--- config.mk ---
export PLATFORM = sky130hd
export DESIGN_NAME = fifo_pop_adapter
export DESIGN_NICKNAME = d
export VERILOG_FILES = /design/src/rtl/fifo_pkg.sv /design/src/rtl/skid_buf2.sv /design/src/rtl/fifo_pop_adapter.sv
export SDC_FILE = /design/constraint.sdc
export NUM_CORES = 1
export LEC_CHECK = 0
export ABC_AREA = 1
export CAP_MARGIN = 20
export CORE_MARGIN = 3
export CORE_UTILIZATION = 38
export DETAILED_ROUTE_END_ITERATION = 12
export GPL_ROUTABILITY_DRIVEN = 0
export PLACE_DENSITY = 0.59
export SYNTH_ARGS = -nofsm -noshare
export SYNTH_HDL_FRONTEND = slang
export SYNTH_SLANG_ARGS = --single-unit
--- constraint.sdc ---
create_clock -name clk -period 2.8 [get_ports clk]
set_input_delay 0.42 -clock clk [delete_from_list [all_inputs] [get_ports clk]]
set_output_delay 0.42 -clock clk [all_outputs]
set_load 0.005 [all_outputs]
--- src/rtl/fifo_pkg.sv ---
// rtl/fifo_pkg.sv - shared sizing constants for the FIFO pop adapter
package fifo_pkg;

  // Two entries is the minimum depth that covers the one-cycle FIFO read
  // latency and still streams one beat per cycle.
  localparam int BUF_DEPTH      = 2;
  localparam int BEAT_CNT_WIDTH = 16;
  // Occupancy counter width: holds 0..BUF_DEPTH.
  localparam int CNT_W          = $clog2(BUF_DEPTH + 1);

endpackage

--- src/rtl/skid_buf2.sv ---
// rtl/skid_buf2.sv - two-entry in-order buffer with write port, head read and pop
//
// Ports:
//   clk, reset_n     clock, asynchronous active-low reset (clears data too)
//   wr_en, wr_data   append wr_data at the tail
//   rd_en            drop the head entry
//   head_data        oldest entry (zero when reset and empty)
//   count            number of valid entries, 0..BUF_DEPTH
module skid_buf2
  import fifo_pkg::*;
#(
  parameter int DATA_WIDTH = 32
) (
  input  logic                  clk,
  input  logic                  reset_n,
  input  logic                  wr_en,
  input  logic [DATA_WIDTH-1:0] wr_data,
  input  logic                  rd_en,
  output logic [DATA_WIDTH-1:0] head_data,
  output logic [CNT_W-1:0]      count
);

  logic [DATA_WIDTH-1:0] mem [BUF_DEPTH];
  // One-bit pointers: the storage is exactly two entries deep.
  logic                  rd_ptr;
  logic                  wr_ptr;

  always_ff @(posedge clk or negedge reset_n) begin
    if (!reset_n) begin
      for (int i = 0; i < BUF_DEPTH; i++) mem[i] <= '0;
      rd_ptr <= 1'b0;
      wr_ptr <= 1'b0;
      count  <= '0;
    end else begin
      if (wr_en) begin
        mem[wr_ptr] <= wr_data;
        wr_ptr      <= ~wr_ptr;
      end
      if (rd_en) rd_ptr <= ~rd_ptr;
      // Simultaneous write and read leaves the occupancy unchanged.
      case ({wr_en, rd_en})
        2'b10:   count <= count + CNT_W'(1);
        2'b01:   count <= count - CNT_W'(1);
        default: count <= count;
      endcase
    end
  end

  assign head_data = mem[rd_ptr];

  a_no_overflow : assert property (@(posedge clk) disable iff (!reset_n)
    !(wr_en && !rd_en && count == CNT_W'(BUF_DEPTH)));
  a_no_underflow : assert property (@(posedge clk) disable iff (!reset_n)
    !(rd_en && count == '0));

endmodule

--- src/rtl/fifo_pop_adapter.sv ---
// rtl/fifo_pop_adapter.sv - turns a registered-read FIFO into a valid/ready stream
//
// Ports:
//   clk, reset_n      clock, asynchronous active-low reset
//   enable_i          permits new pops
//   fifo_empty_i      FIFO empty flag
//   fifo_rd_data_i    FIFO read data, valid the cycle after an accepted pop
//   fifo_pop_o        pop request to the FIFO (combinational)
//   m_valid_o/m_ready_i/m_data_o   output stream
//   beat_count_o      delivered beats, wraps modulo 2^16
//   idle_o            buffer empty and no pop in flight
module fifo_pop_adapter
  import fifo_pkg::*;
#(
  parameter int DATA_WIDTH = 32
) (
  input  logic                      clk,
  input  logic                      reset_n,
  input  logic                      enable_i,
  input  logic                      fifo_empty_i,
  input  logic [DATA_WIDTH-1:0]     fifo_rd_data_i,
  output logic                      fifo_pop_o,
  output logic                      m_valid_o,
  input  logic                      m_ready_i,
  output logic [DATA_WIDTH-1:0]     m_data_o,
  output logic [BEAT_CNT_WIDTH-1:0] beat_count_o,
  output logic                      idle_o
);

  logic [CNT_W-1:0]          buf_count;
  logic                      inflight;
  logic                      transfer;
  logic [CNT_W:0]            level;
  logic [BEAT_CNT_WIDTH-1:0] beat_count_q;

  assign m_valid_o = (buf_count != '0);
  assign transfer  = m_valid_o && m_ready_i;

  // Projected occupancy at the next edge, counting the pop already in
  // flight and crediting a beat leaving this cycle. transfer implies
  // buf_count >= 1, so the subtraction cannot wrap.
  assign level = {1'b0, buf_count}
               + {{CNT_W{1'b0}}, inflight}
               - {{CNT_W{1'b0}}, transfer};

  // Gated by reset_n so no pop is requested while the FIFO is in reset.
  assign fifo_pop_o = reset_n && enable_i && !fifo_empty_i
                   && (level < (CNT_W + 1)'(BUF_DEPTH));

  always_ff @(posedge clk or negedge reset_n) begin
    if (!reset_n) begin
      inflight     <= 1'b0;
      beat_count_q <= '0;
    end else begin
      inflight <= fifo_pop_o;
      if (transfer) beat_count_q <= beat_count_q + BEAT_CNT_WIDTH'(1);
    end
  end

  skid_buf2 #(
    .DATA_WIDTH (DATA_WIDTH)
  ) u_buf (
    .clk       (clk),
    .reset_n   (reset_n),
    .wr_en     (inflight),
    .wr_data   (fifo_rd_data_i),
    .rd_en     (transfer),
    .head_data (m_data_o),
    .count     (buf_count)
  );

  assign beat_count_o = beat_count_q;
  assign idle_o       = (buf_count == '0) && !inflight;

endmodule
==> flow_summary.ini, run 1 <==
[floorplanning]
coreArea_mm2 = 0.00995
start_util_pct = 39.7
io_pins = 88
rows = 36
die_w_um = 108
dieArea_mm2 = 0.0117
die_h_um = 108

[finish]
syn_to_final_growth_pct = 31.8
fill_cells = 968
fin_nets = 606
drive_gt1_share_pct = 11.4
fin_area_mm2 = 0.00521
final_common_cell = nand2_1
final_cells = 704
final_util_pct = 52.4
antenna_cells = 0
layout_common_cells = 195 x nand2_1, 85 x dfrtp_1, 85 x clkdlybuf4s50_1

[yosys]
synth_nets = 513
synth_top_area_share_pct = 53.8
synth.avg_cell_area_um2 = 8.34
ys_top_cells_by_area = dfrtp_1 54%, nand2_1 19%, o21ai_2 5.1%
ys_warn_count = 0
yosysSeqAreaShare_pct = 53.8
synth-seq-cells = 85
synth.largest_area_cell = dfrtp_1
syn_area_mm2 = 0.00395
syn_inst = 474
yosysUniqueCellTypes = 26

[power]
p_seq_share_pct = 38.4
p_clk_share_pct = 18.0
p_sw_mw = 1.80
switching_share_pct = 34.0
internal_power_mw = 3.49
ir_drop_mv = 0.490
powerDensity_mw_per_mm2 = 1020
pwr-share-comb_pct = 43.6
p_leak_nw = 2.64

[worst_setup_path]
worst-r2r-setup-slack_ns = 0.91
cp.required_ns = 2.38
cp-end-kind = output port
r2r_cells = 9
path_class = in2out
worstReg2RegEnd = inflight$_DFF_PN0_
cp_data_arrival_time_ns = 2.25
start_kind = input port
cp_max_fo = 3
r2r-start = u_buf.count[0]$_DFFE_PN0P_

[timing]
finalSetupTns_ns = 0
tightest_slew_ns = 0.662
finalHoldViolCount = 0
timing.final.crit_share_pct = 95.4
skew_ns = 0.0122
slew_violations = 0
max_freq_mhz = 374
setup_viol = 0
hold_slack_ns = 0.173
finalCriticalPeriod_ns = 2.67
max-slew-margin-rel_pct = 55.9

[placement]
placed_cell_area_mm2 = 0.00499
dpl.hpwl_mm = 6.28
placed_cells = 688
port_buffers = 87

[global_routing]
grt_overflow = 0
grt_pass1_vias = 3139
antenna_found_initial = 0
grt_pass1_wl_mm = 15.3
grt_max_degree = 49
track_usage_pct = 16.5

[drt]
via_per_inst = 4.53
drcViolationCount = 0
wire_per_inst_um = 12.9
drt_wl_total_mm = 9.09
first_iter_violations = 165
antenna_left = 0
vias = 3186
drtPass1Iterations = 4

[cts]
htreeDepth = 3
root_buffer = clkbuf_8
clockBufferDepth = 2
cts_buffers = 9
clkTransAtPathRegs_ns = 0.09
clock_latency_ns = 0.34
cts_tree = built
hold_buffers = 0
clock_sinks = 85

[flow_run]
drv_cap = 0

[outcome]
status = finished clean

[min_path]
min_path_type = in2async
-- stage by stage --
| stage | power (mW) | setup slack, ns |
|---|---|---|
| 3_5_place_dp | 4.40 | -0.374 |
| 6_report | 5.29 | 0.129 |
| 3_3_place_gp | 4.35 | -0.319 |
| 2_1_floorplan | 3.17 | 0.603 |
| 4_1_cts | 5.37 | 0.0444 |
| 5_1_grt | 5.74 | -0.00643 |
-- repair_timing --
item / 4_1_cts / 5_1_grt
setup buffers: 0 / 1
setup endpoints to repair: 1 / 1
resized for setup: 5 / 1
pin swaps: 1 / 1
-- how the worst max path moves through the flow --
stage                                          start          to
final                                      m_ready_i  fifo_pop_o
after detailed placement                   m_ready_i  fifo_pop_o
after global routing                       m_ready_i  fifo_pop_o
after CTS                                  m_ready_i  fifo_pop_o
after floorplan           u_buf.count[1]$_DFFE_PN0P_  fifo_pop_o
after global placement                     m_ready_i  fifo_pop_o
-- layer usage --
metal	up-vias	global-route usage (%)	part of all wire [%]
met5	-	0	0
met4	0	5.14	0.80
met3	7	3.10	5.8
met2	77	24.5	44
met1	1453	24.5	50
li1	1649	-	-
-- cells in the mapped netlist --
library cell / n
a21oi_1: 2
buf_2: 1
buf_6: 6
clkbuf_1: 13
clkinv_1: 1
dfrtp_1: 85
fa_1: 1
ha_1: 1
inv_1: 50
inv_2: 3
nand2_1: 196
nand2_2: 1
nand3_1: 11
nand4_1: 5
nor2_1: 15
nor2_2: 1
nor2_8: 1
nor3_1: 1
nor3_4: 1
nor4b_1: 1
o21ai_0: 33
o21ai_1: 10
o21ai_2: 23
or2_1: 1
xnor2_1: 5
xor2_1: 6
-- worst max-delay path, cell delays in order --
cell	delay (ns)
clkdlybuf4s50_1	0.49
inv_2	0.07
nor2_8	0.10
nand2_1	0.09
nand2_1	0.07
nand2_1	0.07
fa_2	0.52
nor4b_2	0.24
buf_2	0.17
-- final cells by class --
cell class | instances | area [um2] | area share (%)
Clock buffer | 10 | 128 | 2.45
Clock inverter | 5 | 85.1 | 1.63
Inverter | 54 | 203 | 3.89
Multi-Input combinational cell | 315 | 1510 | 29.1
Sequential cell | 85 | 2130 | 40.8
Tap cell | 133 | 166 | 3.19
Timing Repair Buffer | 102 | 988 | 19.0
-- logic make-up after synthesis --
| group | Yosys count | share of synthesized area, % |
|---|---|---|
| AOI/OAI and AO/OA | 68 | 10.8 |
| adders and majority gates | 2 | 0.823 |
| DFF | 85 | 53.8 |
| xor gates and xnor gates | 11 | 2.44 |
| and+or+nand+nor | 234 | 24.0 |
| buffers and inverters | 74 | 8.20 |
-- flip-flops by register name, indices dropped and copies added, names as in the netlist --
signal / cells
u_buf.rd_ptr: 1
inflight: 1
u_buf.mem: 64
beat_count_o: 16
u_buf.count: 2
u_buf.wr_ptr: 1
-- power by group through the flow --
stage	clock, mW	combinational [mW]	sequential (mW)
6_report	0.951	2.31	2.04
5_1_grt	1.03	2.60	2.11
4_1_cts	0.980	2.35	2.04
3_5_place_dp	0	2.34	2.06
3_3_place_gp	0	2.31	2.04
2_1_floorplan	0	1.17	2.00
No activity file was read; power rests on OpenSTA's default activity.
==> run 2: changes to the inputs <==
--- a/config.mk
+++ b/config.mk
@@ -7,8 +7,10 @@
 export LEC_CHECK = 0
 export ABC_AREA = 1
 export CAP_MARGIN = 20
+export CORE_ASPECT_RATIO = 0.75
 export CORE_MARGIN = 3
 export CORE_UTILIZATION = 38
+export CTS_CLUSTER_SIZE = 25
 export DETAILED_ROUTE_END_ITERATION = 12
 export GPL_ROUTABILITY_DRIVEN = 0
 export PLACE_DENSITY = 0.59
==> flow_summary.ini, run 2 (synthesized netlist as in run 1, its figures left out) <==
[timing]
finalCriticalPeriod_ns = 2.65
rsz0062_at_grt = no
finalHoldViolCount = 0
hold_slack_ns = 0.225
finalSetupTns_ns = 0
setup_viol = 0
timing.final.crit_share_pct = 94.5
max-slew-margin-rel_pct = 58.4
skew_ns = 0.00578
max_freq_mhz = 378
tightest_slew_ns = 0.622
slew_violations = 0

[power]
p_leak_nw = 2.67
powerDensity_mw_per_mm2 = 1040
pwr-share-comb_pct = 41.8
p_sw_mw = 1.80
total_power_mw = 5.50
p_clk_share_pct = 20.9
internal_power_mw = 3.70
ir_drop_mv = 0.506
switching_share_pct = 32.7
p_seq_share_pct = 37.2

[outcome]
status = finished clean

[cts]
cts_buffers = 9
clockBufferDepth = 2
htreeDepth = 3
cts_tree = built
clkTransAtPathRegs_ns = 0.06
clock_sinks = 85
hold_buffers = 0
clock_latency_ns = 0.33
root_buffer = clkbuf_16

[drt]
first_iter_violations = 228
via_per_inst = 4.53
drt_wl_total_mm = 9.05
drtPass1Iterations = 5
antenna_left = 0
drcViolationCount = 0
vias = 3175
wire_per_inst_um = 12.9

[global_routing]
antenna_found_initial = 0
grt_pass1_wl_mm = 15.0
track_usage_pct = 16.8
grt_overflow = 0
grt_max_degree = 66
grt_pass1_vias = 3001

[worst_setup_path]
cp_data_arrival_time_ns = 2.23
cp.required_ns = 2.38
cp-end-kind = output port
path_class = in2out
cp_max_fo = 3
start_kind = input port

[finish]
syn_to_final_growth_pct = 33.3
register_area_mm2 = 0.00213
multiInputGateArea_mm2 = 0.00151
fin_nets = 605
layout_common_cells = 195 x nand2_1, 85 x dfrtp_1, 85 x clkdlybuf4s50_1
fill_cells = 946
final_common_cell = nand2_1
drive_gt1_share_pct = 10.9
regMostFlops = u_buf.mem
fin_area_mm2 = 0.00527
antenna_cells = 0
largest_reg_flops = 64

[floorplanning]
start_util_pct = 40.0
rows = 31
die_w_um = 124
die_h_um = 94.3
io_pins = 88
coreArea_mm2 = 0.00989
dieArea_mm2 = 0.0117

[placement]
port_buffers = 87
placed_cell_area_mm2 = 0.00498
dpl.hpwl_mm = 6.15

[min_path]
min_path_type = in2async

[flow_run]
drv_cap = 0
==> run 2: timing repair <==
| item | 4_1_cts | 5_1_grt |
|---|---|---|
| endpoints found under the hold margin | 0 | 0 |
| pin swaps | 1 | 1 |
| endpoints found under the setup margin | 1 | 1 |
| setup buffers | 1 | 0 |
| resized for setup | 5 | 1 |
==> run 2: cell type report <==
cell class                 instances  area share, %
inverter                          54           3.85
clock buffer                      12           4.68
timing repair buffer             101           18.6
multi-input combinational        315           28.7
clock inverter                     2          0.665
tap                              132           3.13
sequential                        85           40.4
==> run 2: path summary, 6_finish.rpt <==
path | end | depth (start not counted) | slack [ns] | startpoint
max reg2reg | inflight$_DFF_PN0_ | 8 | 1.00 | u_buf.count[0]$_DFFE_PN0P_
max in group asynchronous | u_buf.mem[36]$_DFFE_PN0P_ | 3 | 1.58 | reset_n
max | fifo_pop_o | 9 | 0.15 | m_ready_i
min in group clk | u_buf.mem[32]$_DFFE_PN0P_ | 2 | 0.48 | u_buf.mem[32]$_DFFE_PN0P_
min reg2reg | u_buf.mem[32]$_DFFE_PN0P_ | 2 | 0.48 | u_buf.mem[32]$_DFFE_PN0P_
min | u_buf.mem[46]$_DFFE_PN0P_ | 2 | 0.22 | reset_n
==> run 2: power by group through the flow <==
stage          clock network [mW]  registers, mW  logic [mW]
3_3_place_gp                    0           2.05        2.31
2_1_floorplan                   0           2.00        1.17
4_1_cts                      1.19           2.05        2.36
6_report                     1.15           2.05        2.30
5_1_grt                      1.24           2.11        2.61
3_5_place_dp                    0           2.06        2.34
==> run 2: worst max-delay path, cell delays in order <==
cell,delay (ns)
clkdlybuf4s50_1,0.49
inv_2,0.07
nor2_8,0.10
nand2_1,0.08
nand2_1,0.07
nand2_1,0.08
fa_2,0.53
nor4b_2,0.22
buf_2,0.16
==> run 2: metal layers <==
layer	vias to the layer above	GRT usage [%]	part of all wire (%)
met4	0	4.98	1.1
met3	8	5.33	6.4
met5	-	0	0
li1	1643	-	-
met1	1449	24.5	51
met2	75	23.8	42
==> run 2: metrics by stage <==
| stage | setup slack [ns] | util (%) | cells |
|---|---|---|---|
| floorplan | 0.603 | - | 474 |
| global placement | -0.327 | 50.3 | 686 |
| detailed placement | -0.435 | 50.3 | 686 |
| finish | 0.154 | 53.3 | 701 |
| CTS | 0.0612 | 53.3 | 701 |
| global route | 0.0287 | 53.3 | 701 |
==> run 3: changes to the inputs <==
--- a/config.mk
+++ b/config.mk
@@ -13,7 +13,9 @@
 export CTS_CLUSTER_SIZE = 25
 export DETAILED_ROUTE_END_ITERATION = 12
 export GPL_ROUTABILITY_DRIVEN = 0
+export HOLD_SLACK_MARGIN = 0.15
 export PLACE_DENSITY = 0.59
 export SYNTH_ARGS = -nofsm -noshare
 export SYNTH_HDL_FRONTEND = slang
+export SYNTH_HIERARCHICAL = 1
 export SYNTH_SLANG_ARGS = --single-unit
==> flow_summary.ini, run 3 <==
[outcome]
status = finished clean

[yosys]
ys_top_cells_by_area = dfrtp_1 53%, nand2_1 13%, inv_1 8.0%
synth_top_area_share_pct = 52.5
synth_edf_count = 0
yosys_most_used_dff = dfrtp_1
ys_warn_count = 6
yosysSeqAreaShare_pct = 52.5
synth.avg_cell_area_um2 = 8.44
synth.largest_area_cell = dfrtp_1
syn_area_mm2 = 0.00405
async_flop_share_pct = 100
synth_nets = 521
syn_inst = 480
yosysMostFrequentCell = nand2_1
yosysUniqueCellTypes = 25
synth-seq-cells = 85
synthTopCellsByCount = 135 x nand2_1, 86 x inv_1, 85 x dfrtp_1, 64 x o21ai_0, 24 x o21ai_2

[global_routing]
track_usage_pct = 16.3
grt_pass1_vias = 3182
grt_max_degree = 46
grt_overflow = 0
antenna_found_initial = 0
grt_pass1_wl_mm = 15.6

[cts]
clock_latency_ns = 0.33
cts_buffers = 9
cts_tree = built
clkTransAtPathRegs_ns = 0.06
clockBufferDepth = 2
root_buffer = clkbuf_16
clock_sinks = 85
htreeDepth = 3

[drt]
antenna_left = 0
wl_met1_mm = 4.47
vias = 3202
wire_per_inst_um = 12.9
first_iter_violations = 229
drcViolationCount = 0
via_per_inst = 4.53
dr_wl_met2_mm = 4.03
top_layer = met4
drt_wl_total_mm = 9.10
drtPass1Iterations = 4
wl_met3_um = 478

[worst_setup_path]
cp_data_arrival_time_ns = 2.29
cp.required_ns = 2.38
cp_max_fo = 2
start_kind = flip-flop
path_class = reg2out
worst-r2r-setup-slack_ns = 0.89
worstReg2RegEnd = inflight$_DFF_PN0_
r2r_cells = 8
cp-end-kind = output port
r2r-start = u_buf/count[0]$_DFFE_PN0P_

[timing]
slew_violations = 0
max_freq_mhz = 369
finalCriticalPeriod_ns = 2.71
finalHoldViolCount = 0
setup_viol = 0
rsz0062_at_grt = yes
max-slew-margin-rel_pct = 56.3
finalSetupTns_ns = 0
timing.final.crit_share_pct = 96.9
skew_ns = 0.00540
setup_ws_ns = 0.0872
tightest_slew_ns = 0.655

[power]
powerDensity_mw_per_mm2 = 1060
pwr-share-comb_pct = 42.1
p_clk_share_pct = 20.1
switching_share_pct = 33.0
p_sw_mw = 1.88
internal_power_mw = 3.82
p_seq_share_pct = 37.8
ir_drop_mv = 0.722
p_leak_nw = 2.71

[floorplanning]
coreArea_mm2 = 0.0100
io_pins = 88
die_h_um = 95.4
die_w_um = 125
start_util_pct = 40.5
rows = 31
dieArea_mm2 = 0.0119

[finish]
largest_reg_flops = 64
regMostFlops = u_buf/mem
antenna_cells = 0
layout_common_cells = 132 x nand2_1, 85 x inv_1, 84 x dfrtp_1, 84 x clkdlybuf4s50_1, 64 x o21ai_0
syn_to_final_growth_pct = 33.1
final_common_cell = nand2_1
fin_nets = 612
drive_gt1_share_pct = 11.8

[flow_run]
drv_cap = 0

[placement]
port_buffers = 87
pre_cts_ws_ns = -0.526
dpl.hpwl_mm = 6.42

[min_path]
min_path_type = in2async
==> run 3: cell types whose count changed in the layout (fill, tap and decap cells not counted), sizes merged, moves of 2 or more <==
cell,change
o21ai,+32
nand2,-62
inv,+36
ha,+2
a21oi,-2
==> run 3: worst max path at each step <==
stage                          startpoint         end  slack, ns  cells past startpoint
2_1_floorplan  u_buf/count[0]$_DFFE_PN0P_  fifo_pop_o       0.38                      8
3_3_place_gp                    m_ready_i  fifo_pop_o      -0.49                     10
3_5_place_dp                    m_ready_i  fifo_pop_o      -0.53                     10
4_1_cts        u_buf/count[1]$_DFFE_PN0P_  fifo_pop_o       0.01                      9
5_1_grt        u_buf/count[0]$_DFFE_PN0P_  fifo_pop_o      -0.05                      9
6_report       u_buf/count[0]$_DFFE_PN0P_  fifo_pop_o       0.09                      9
==> run 3: cell families (layout without fill, tap and decap cells) <==
kind of cell / after synthesis / after routing / synth area share (%)
AND/OR/NAND/NOR: 172 / 172 / 17.8
buffers and inverters: 109 / 204 / 11.3
AO/OA/AOI/OAI: 98 / 98 / 14.3
flip-flops: 85 / 85 / 52.5
XOR/XNOR: 12 / 12 / 2.60
adder cells (fa/ha/maj): 4 / 4 / 1.42
==> run 3: what timing repair did <==
item / 4_1_cts / 5_1_grt
gates resized for setup: 10 / 2
endpoints found under the hold margin: 0 / 0
setup buffers: 1 / 0
hold buffers: 0 / 0
setup endpoints to repair: 1 / 1
pin swaps: 4 / 3
==> run 3: power by group through the flow <==
stage / logic, mW / registers [mW] / clock network, mW
floorplan: 1.25 / 2.04 / 0
global placement: 2.33 / 2.15 / 0
detailed placement: 2.38 / 2.17 / 0
CTS: 2.43 / 2.16 / 1.19
global route: 2.73 / 2.23 / 1.23
finish: 2.40 / 2.16 / 1.15
==> run 3: per-stage QoR <==
step           utilization, %  cell area, um2  cells  power [mW]  hold WS, ns
3_3_place_gp             50.6            5060    691        4.48        0.463
2_1_floorplan               -            4050    480        3.29        0.124
4_1_cts                  53.7            5380    707        5.78        0.238
6_report                 53.9            5390    707        5.70        0.233
3_5_place_dp             50.6            5060    691        4.55        0.468
5_1_grt                  53.9            5390    707        6.19        0.264
==> run 3: worst max-delay path: stages, from the launching register on <==
cell     delay [ns]
dfrtp_1        0.41
nor2_4         0.18
nor2_8         0.05
ha_4           0.21
inv_2          0.05
nand2_2        0.04
fa_1           0.54
nand2_2        0.07
nor4b_4        0.26
buf_2          0.15
==> run 3: layer usage <==
| layer | global-route usage, % | vias to the layer above |
|---|---|---|
| met4 | 4.33 | 0 |
| li1 | - | 1656 |
| met5 | 0 | - |
| met1 | 22.9 | 1461 |
| met3 | 5.04 | 10 |
| met2 | 24.8 | 75 |
==> run 3: final cells by class <==
type | count | area [um2]
inverters | 89 | 334
repair buffers | 100 | 972
multi-input cells | 286 | 1500
clock buffers | 13 | 250
fillers | 935 | 4620
clock inverters | 2 | 35.0
well taps | 132 | 165
flip-flops and latches | 85 | 2130
